**config.mk**
```make
export PLATFORM = sky130hd
export DESIGN_NAME = uart_tx_arbiter
export DESIGN_NICKNAME = d
export VERILOG_FILES = /design/src/rtl/uart_tx_arbiter.sv
export SDC_FILE = /design/constraint.sdc
export NUM_CORES = 1
export LEC_CHECK = 0
export ABC_AREA = 1
export ABC_CLOCK_PERIOD_IN_PS = 5300
export CORE_ASPECT_RATIO = 0.7
export CORE_UTILIZATION = 50
export CTS_CLUSTER_DIAMETER = 30
export DETAILED_ROUTE_END_ITERATION = 7
export PLACE_DENSITY = 0.92
export SYNTH_ARGS = -nofsm -noshare
export SYNTH_HDL_FRONTEND = slang
export SYNTH_SLANG_ARGS = --single-unit
```
**constraint.sdc**
```tcl
create_clock -name clk_fpga -period 5.3 [get_ports clk_fpga]
set_clock_uncertainty 0.15 [all_clocks]
set_input_delay 1.06 -clock clk_fpga [delete_from_list [all_inputs] [get_ports clk_fpga]]
set_output_delay 1.06 -clock clk_fpga [all_outputs]
set_load 0.01 [all_outputs]
```
**src/rtl/uart_tx_arbiter.sv**
```systemverilog
// Round-robin sharing of one UART transmitter among NUM_REQ byte requesters, bursts up to MAX_BURST.
// Optional feature macro: UART_TX_ARB_TIMEOUT_EN (ack timeout on missing tx_busy).
module uart_tx_arbiter #(
  parameter int NUM_REQ     = 4,
  parameter int MAX_BURST   = 4,
  parameter int ACK_TIMEOUT = 1024
) (
  input  logic                       clk_fpga,
  input  logic                       reset,
  input  logic [NUM_REQ-1:0]         req_valid,
  input  logic [8*NUM_REQ-1:0]       req_data,
  output logic [NUM_REQ-1:0]         req_ready,
  input  logic                       tx_busy,
  output logic                       tx_start,
  output logic [7:0]                 tx_data,
  output logic                       grant_valid,
  output logic [$clog2(NUM_REQ)-1:0] grant_id,
  output logic                       timeout_err
);
  localparam int IDW = $clog2(NUM_REQ);
  localparam int BW  = $clog2(MAX_BURST) + 1;

  typedef enum logic [1:0] {S_IDLE, S_START, S_WAIT_ACK, S_WAIT_DONE} state_t;

  state_t             r_state;
  logic [IDW-1:0]     r_rr_ptr;
  logic [IDW-1:0]     r_grant_id;
  logic [BW-1:0]      r_burst_cnt;
  logic               r_grant_valid;
  logic               r_tx_start;
  logic [7:0]         r_tx_data;
  logic [NUM_REQ-1:0] r_req_ready;

  logic [IDW-1:0]     w_idx [NUM_REQ];
  logic [IDW-1:0]     w_winner;
  logic               w_any;
  logic [IDW-1:0]     w_next_ptr;
  logic               w_continue;

  // w_idx[k] is the requester k places after rr_ptr, wrapping modulo NUM_REQ.
  for (genvar gi = 0; gi < NUM_REQ; gi++) begin : g_idx
    logic [IDW:0] w_sum;
    assign w_sum      = {1'b0, r_rr_ptr} + (IDW+1)'(gi);
    assign w_idx[gi]  = (w_sum >= (IDW+1)'(NUM_REQ)) ? IDW'(w_sum - (IDW+1)'(NUM_REQ))
                                                     : w_sum[IDW-1:0];
  end

  // Scan from the far end so the closest valid requester to rr_ptr wins.
  always_comb begin
    w_winner = '0;
    w_any    = 1'b0;
    for (int k = NUM_REQ - 1; k >= 0; k--) begin
      if (req_valid[w_idx[k]]) begin
        w_winner = w_idx[k];
        w_any    = 1'b1;
      end
    end
  end

  assign w_next_ptr = (r_grant_id == IDW'(NUM_REQ - 1)) ? '0 : r_grant_id + 1'b1;
  assign w_continue = req_valid[r_grant_id] && (r_burst_cnt < BW'(MAX_BURST - 1));

`ifdef UART_TX_ARB_TIMEOUT_EN
  localparam int ACW = $clog2(ACK_TIMEOUT + 1);
  logic [ACW-1:0] r_ack_cnt;
  logic           r_timeout_err;
  assign timeout_err = r_timeout_err;
`else
  // Without the timeout the ack limit has no effect and WAIT_ACK waits indefinitely.
  if (ACK_TIMEOUT < 0) begin : g_no_timeout
  end
  assign timeout_err = 1'b0;
`endif

  always_ff @(posedge clk_fpga or negedge reset) begin
    if (!reset) begin
      r_state       <= S_IDLE;
      r_rr_ptr      <= '0;
      r_grant_id    <= '0;
      r_burst_cnt   <= '0;
      r_grant_valid <= 1'b0;
      r_tx_start    <= 1'b0;
      r_tx_data     <= '0;
      r_req_ready   <= '0;
`ifdef UART_TX_ARB_TIMEOUT_EN
      r_ack_cnt     <= '0;
      r_timeout_err <= 1'b0;
`endif
    end else begin
      r_tx_start    <= 1'b0;
      r_req_ready   <= '0;
`ifdef UART_TX_ARB_TIMEOUT_EN
      r_timeout_err <= 1'b0;
`endif
      case (r_state)
        S_IDLE: begin
          if (w_any && !tx_busy) begin
            r_grant_id    <= w_winner;
            r_grant_valid <= 1'b1;
            r_tx_data     <= req_data[8*w_winner +: 8];
            r_burst_cnt   <= '0;
            r_tx_start    <= 1'b1;
            r_req_ready   <= NUM_REQ'(1) << w_winner;
            r_state       <= S_START;
          end
        end
        S_START: begin
          r_state   <= S_WAIT_ACK;
`ifdef UART_TX_ARB_TIMEOUT_EN
          r_ack_cnt <= ACW'(1);
`endif
        end
        S_WAIT_ACK: begin
          if (tx_busy) begin
            r_state <= S_WAIT_DONE;
          end
`ifdef UART_TX_ARB_TIMEOUT_EN
          else if (r_ack_cnt == ACW'(ACK_TIMEOUT - 1)) begin
            r_timeout_err <= 1'b1;
            r_grant_valid <= 1'b0;
            r_rr_ptr      <= w_next_ptr;
            r_state       <= S_IDLE;
          end else begin
            r_ack_cnt <= r_ack_cnt + 1'b1;
          end
`endif
        end
        S_WAIT_DONE: begin
          if (!tx_busy) begin
            if (w_continue) begin
              r_tx_data   <= req_data[8*r_grant_id +: 8];
              r_burst_cnt <= r_burst_cnt + 1'b1;
              r_tx_start  <= 1'b1;
              r_req_ready <= NUM_REQ'(1) << r_grant_id;
              r_state     <= S_START;
            end else begin
              r_rr_ptr      <= w_next_ptr;
              r_grant_valid <= 1'b0;
              r_state       <= S_IDLE;
            end
          end
        end
        default: r_state <= S_IDLE;
      endcase
    end
  end

  assign req_ready   = r_req_ready;
  assign tx_start    = r_tx_start;
  assign tx_data     = r_tx_data;
  assign grant_valid = r_grant_valid;
  assign grant_id    = r_grant_id;
endmodule

```
==> flow_metrics.env <==
export IMPL_initial_core_util_pct=53.9
export IMPL_io_pins=56
export IMPL_viasPerCell=5.11
export IMPL_ys_warnings_count=0
export IMPL_clk_path_buf_depth=2
export IMPL_most_common_layout_cells="nand2_1 (85), clkdlybuf4s50_1 (54), inv_1 (48), nand3_1 (41), dfrtp_1 (23)"
export IMPL_drcViolationCount=0
export IMPL_wl_met2_mm=1.94
export IMPL_dp_hpwl_mm=3.53
export IMPL_cts_tree="yes"
export IMPL_seqCellArea_sq_um=576
export IMPL_power_density_nw_per_um2=605
export IMPL_die_w_microns=72.6
export IMPL_crit_chain="clkdlybuf4s50_1, inv_1, o21ai_1, nand2_1, nand3_2, nand2_2, nand2_4, nand3_4, nand2_4, nand2_1, nand3_1, nand2_1, nand2_1, nand2_1"
export IMPL_end_kind="register"
export IMPL_setup_tns_ns=0
export IMPL_slowest_stage="clkdlybuf4s50_1"
export IMPL_vias=1843
export IMPL_syn_area_per_cell_sq_um=6.63
export IMPL_syn_inst=263
export IMPL_cpPeakStageDelay_ns=0.48
export IMPL_report_final_hold_viol_count=0
export IMPL_core_sq_um=3230
export IMPL_critPathArrivalTime_ns=3.02
export IMPL_insertion_delay_ns=0.27
export IMPL_top_layer="met4"
export IMPL_dp_cells=357
export IMPL_dr_wl_met3_microns=342
export IMPL_synthToLayoutAreaGrowth_pct=34.2
export IMPL_total_power_w=0.00142
export IMPL_first_pass_iters=4
export IMPL_hp_class="reg2reg"
export IMPL_met1_length_mm=2.16
export IMPL_port_buffer_count=54
export IMPL_max_vdd_ir_drop_mv=0.401
export IMPL_final_area_sq_um=2340
export IMPL_post_cts_resized=0
export IMPL_cts_root_buf="clkbuf_8"
export IMPL_cts_htree_levels=1
export IMPL_setup_viol=0
export IMPL_ctsHoldBuffers=0
export IMPL_utilization_pct=72.4
export IMPL_crit_buf_inv=2
export IMPL_grt_ovfl_total=0
export IMPL_slew_violations=0
export IMPL_grt_pass1_vias=1655
export IMPL_routed_wl_mm=4.53
export IMPL_critPathRequiredTime_ns=5.31
export IMPL_path_common_cell="nand2_1"
export IMPL_layout_cells_non_filler=361
export IMPL_clock_sinks=23
export IMPL_ant_nets=0
export IMPL_antenna_found_initial=0
export IMPL_rsz0062_at_grt="no"
export IMPL_final_common_cell="nand2_1"
export IMPL_reg2reg_slack_ns=2.99
export IMPL_gp_congestion=0.987
export IMPL_cp_start_kind="input port"
export IMPL_multi_input_area_sq_um=921
export IMPL_fin_crit_sh_pct=56.9
export IMPL_fmax_ghz=0.332
export IMPL_diodes=0
export IMPL_slew_headroom_pct=33.1
export IMPL_dpl_instance_area_sq_um=2290
export IMPL_synth_cell_types=27
export IMPL_clkTransAtPathRegs_ns=0.08
export IMPL_grt_pass1_wl_mm=7.39
export IMPL_syn_nets=310
export IMPL_path_max_fanout=17
export IMPL_wl_per_cell_microns=12.5
export IMPL_outcome="finished, final reports clean"
export IMPL_max_cap_violations=0
export IMPL_cts_buffers=3
export IMPL_num_rows=17
export IMPL_drive_above_1_share_pct=5.41
export IMPL_drt_iter0_drc=122
export IMPL_num_fill_cells=270
export IMPL_power_leakage_nw=1.25
export IMPL_ys_ff_latch=23
export IMPL_grt_total_usage_pct=26.3
export IMPL_critPathTopFamily="simple AND/OR/NAND/NOR gates"
export IMPL_seq_area_frac_synth_pct=33.0
export IMPL_min_period_ns=3.01
export IMPL_postCtsSetupRepairBufs=0
export IMPL_syn_area_sq_um=1740
export IMPL_grt_max_degree=24
export IMPL_tightest_slew_ns=1.00
export IMPL_die_h_microns=51.4
export IMPL_critical_path_class="in2reg"
export IMPL_die_area_sq_um=3730
export IMPL_final_nets=362
-- cell families after synthesis --
kind of cell    count (synthesis)  synth area share [%]
xor+xnor                        1                 0.503
simple gates                  144                  37.5
mux                             1                 0.646
fa+ha+maj                       8                  5.74
compound gates                 26                  8.26
flops                          23                  33.0
buf+inv                        59                  14.1
other cells                     1                 0.215
-- flip-flops by register name (all words and copies together), names as in the netlist --
| signal | count |
|---|---|
| r_rr_ptr | 2 |
| grant_id | 2 |
| req_ready | 4 |
| grant_valid | 1 |
| r_state | 2 |
| tx_start | 1 |
| tx_data | 8 |
| r_burst_cnt | 3 |
-- metal layers --
layer | vias to the layer above | track usage [%]
met2 | 81 | 40.5
met5 | - | 0
met3 | 12 | 5.92
met1 | 826 | 36.8
li1 | 924 | -
met4 | 0 | 7.52
-- metrics by stage --
stage	setup WS [ns]	hold slack [ns]
floorplan	2.88	0.336
global placement	2.07	0.319
detailed placement	2.05	0.325
CTS	2.32	0.350
global route	2.12	0.363
finish	2.29	0.352
-- worst min-delay path: stages (launching register included) --
cell     delay, ns
dfrtp_1       0.36
nand2_1       0.06
nand2_1       0.06
-- synth_stat cells, drive strengths merged --
library cell / count / share of area (%)
inv: 50 / 11
xnor2: 1 / 0.50
buf: 4 / 2.2
o21ai: 11 / 3.2
dfrtp: 23 / 33
a22o: 1 / 0.50
mux2: 1 / 0.65
a22oi: 3 / 1.3
nand3: 45 / 15
nand4: 1 / 0.36
clkbuf: 3 / 0.65
nor3: 1 / 0.29
clkinv: 2 / 0.43
nor2: 6 / 1.3
a21oi: 10 / 2.9
ha: 8 / 5.7
nand2: 91 / 21
conb: 1 / 0.22
o31ai: 1 / 0.43
-- where the power goes --
part           internal [W]  switching (W)  leakage (nW)
Combinational      0.000364       0.000618         0.936
Clock             0.0000526      0.0000587        0.0255
Sequential         0.000249      0.0000742         0.291
-- worst paths after layout --
| check | from | end | cells after the start |
|---|---|---|---|
| worst min-delay path | tx_data[4]$_DFFE_PN0P_ | tx_data[4]$_DFFE_PN0P_ | 2 |
| worst min register to register | tx_data[4]$_DFFE_PN0P_ | tx_data[4]$_DFFE_PN0P_ | 2 |
| worst max-delay path | req_valid[3] | tx_data[3]$_DFFE_PN0P_ | 14 |
| min in group asynchronous | reset | req_ready[0]$_DFF_PN0_ | 1 |
| max in group asynchronous | reset | grant_id[1]$_DFFE_PN0P_ | 1 |
| worst max register to register | grant_id[1]$_DFFE_PN0P_ | r_burst_cnt[2]$_DFFE_PN0P_ | 9 |
-- final cells by class --
| class | instances | area share (%) |
|---|---|---|
| repair buffers | 54 | 23.1 |
| clock buffers | 3 | 1.76 |
| clock inverters | 1 | 0.214 |
| multi-input cells | 181 | 39.4 |
| well taps | 47 | 2.51 |
| inverters | 52 | 8.45 |
| flip-flops and latches | 23 | 24.6 |
(Power assumes the default switching activity.)
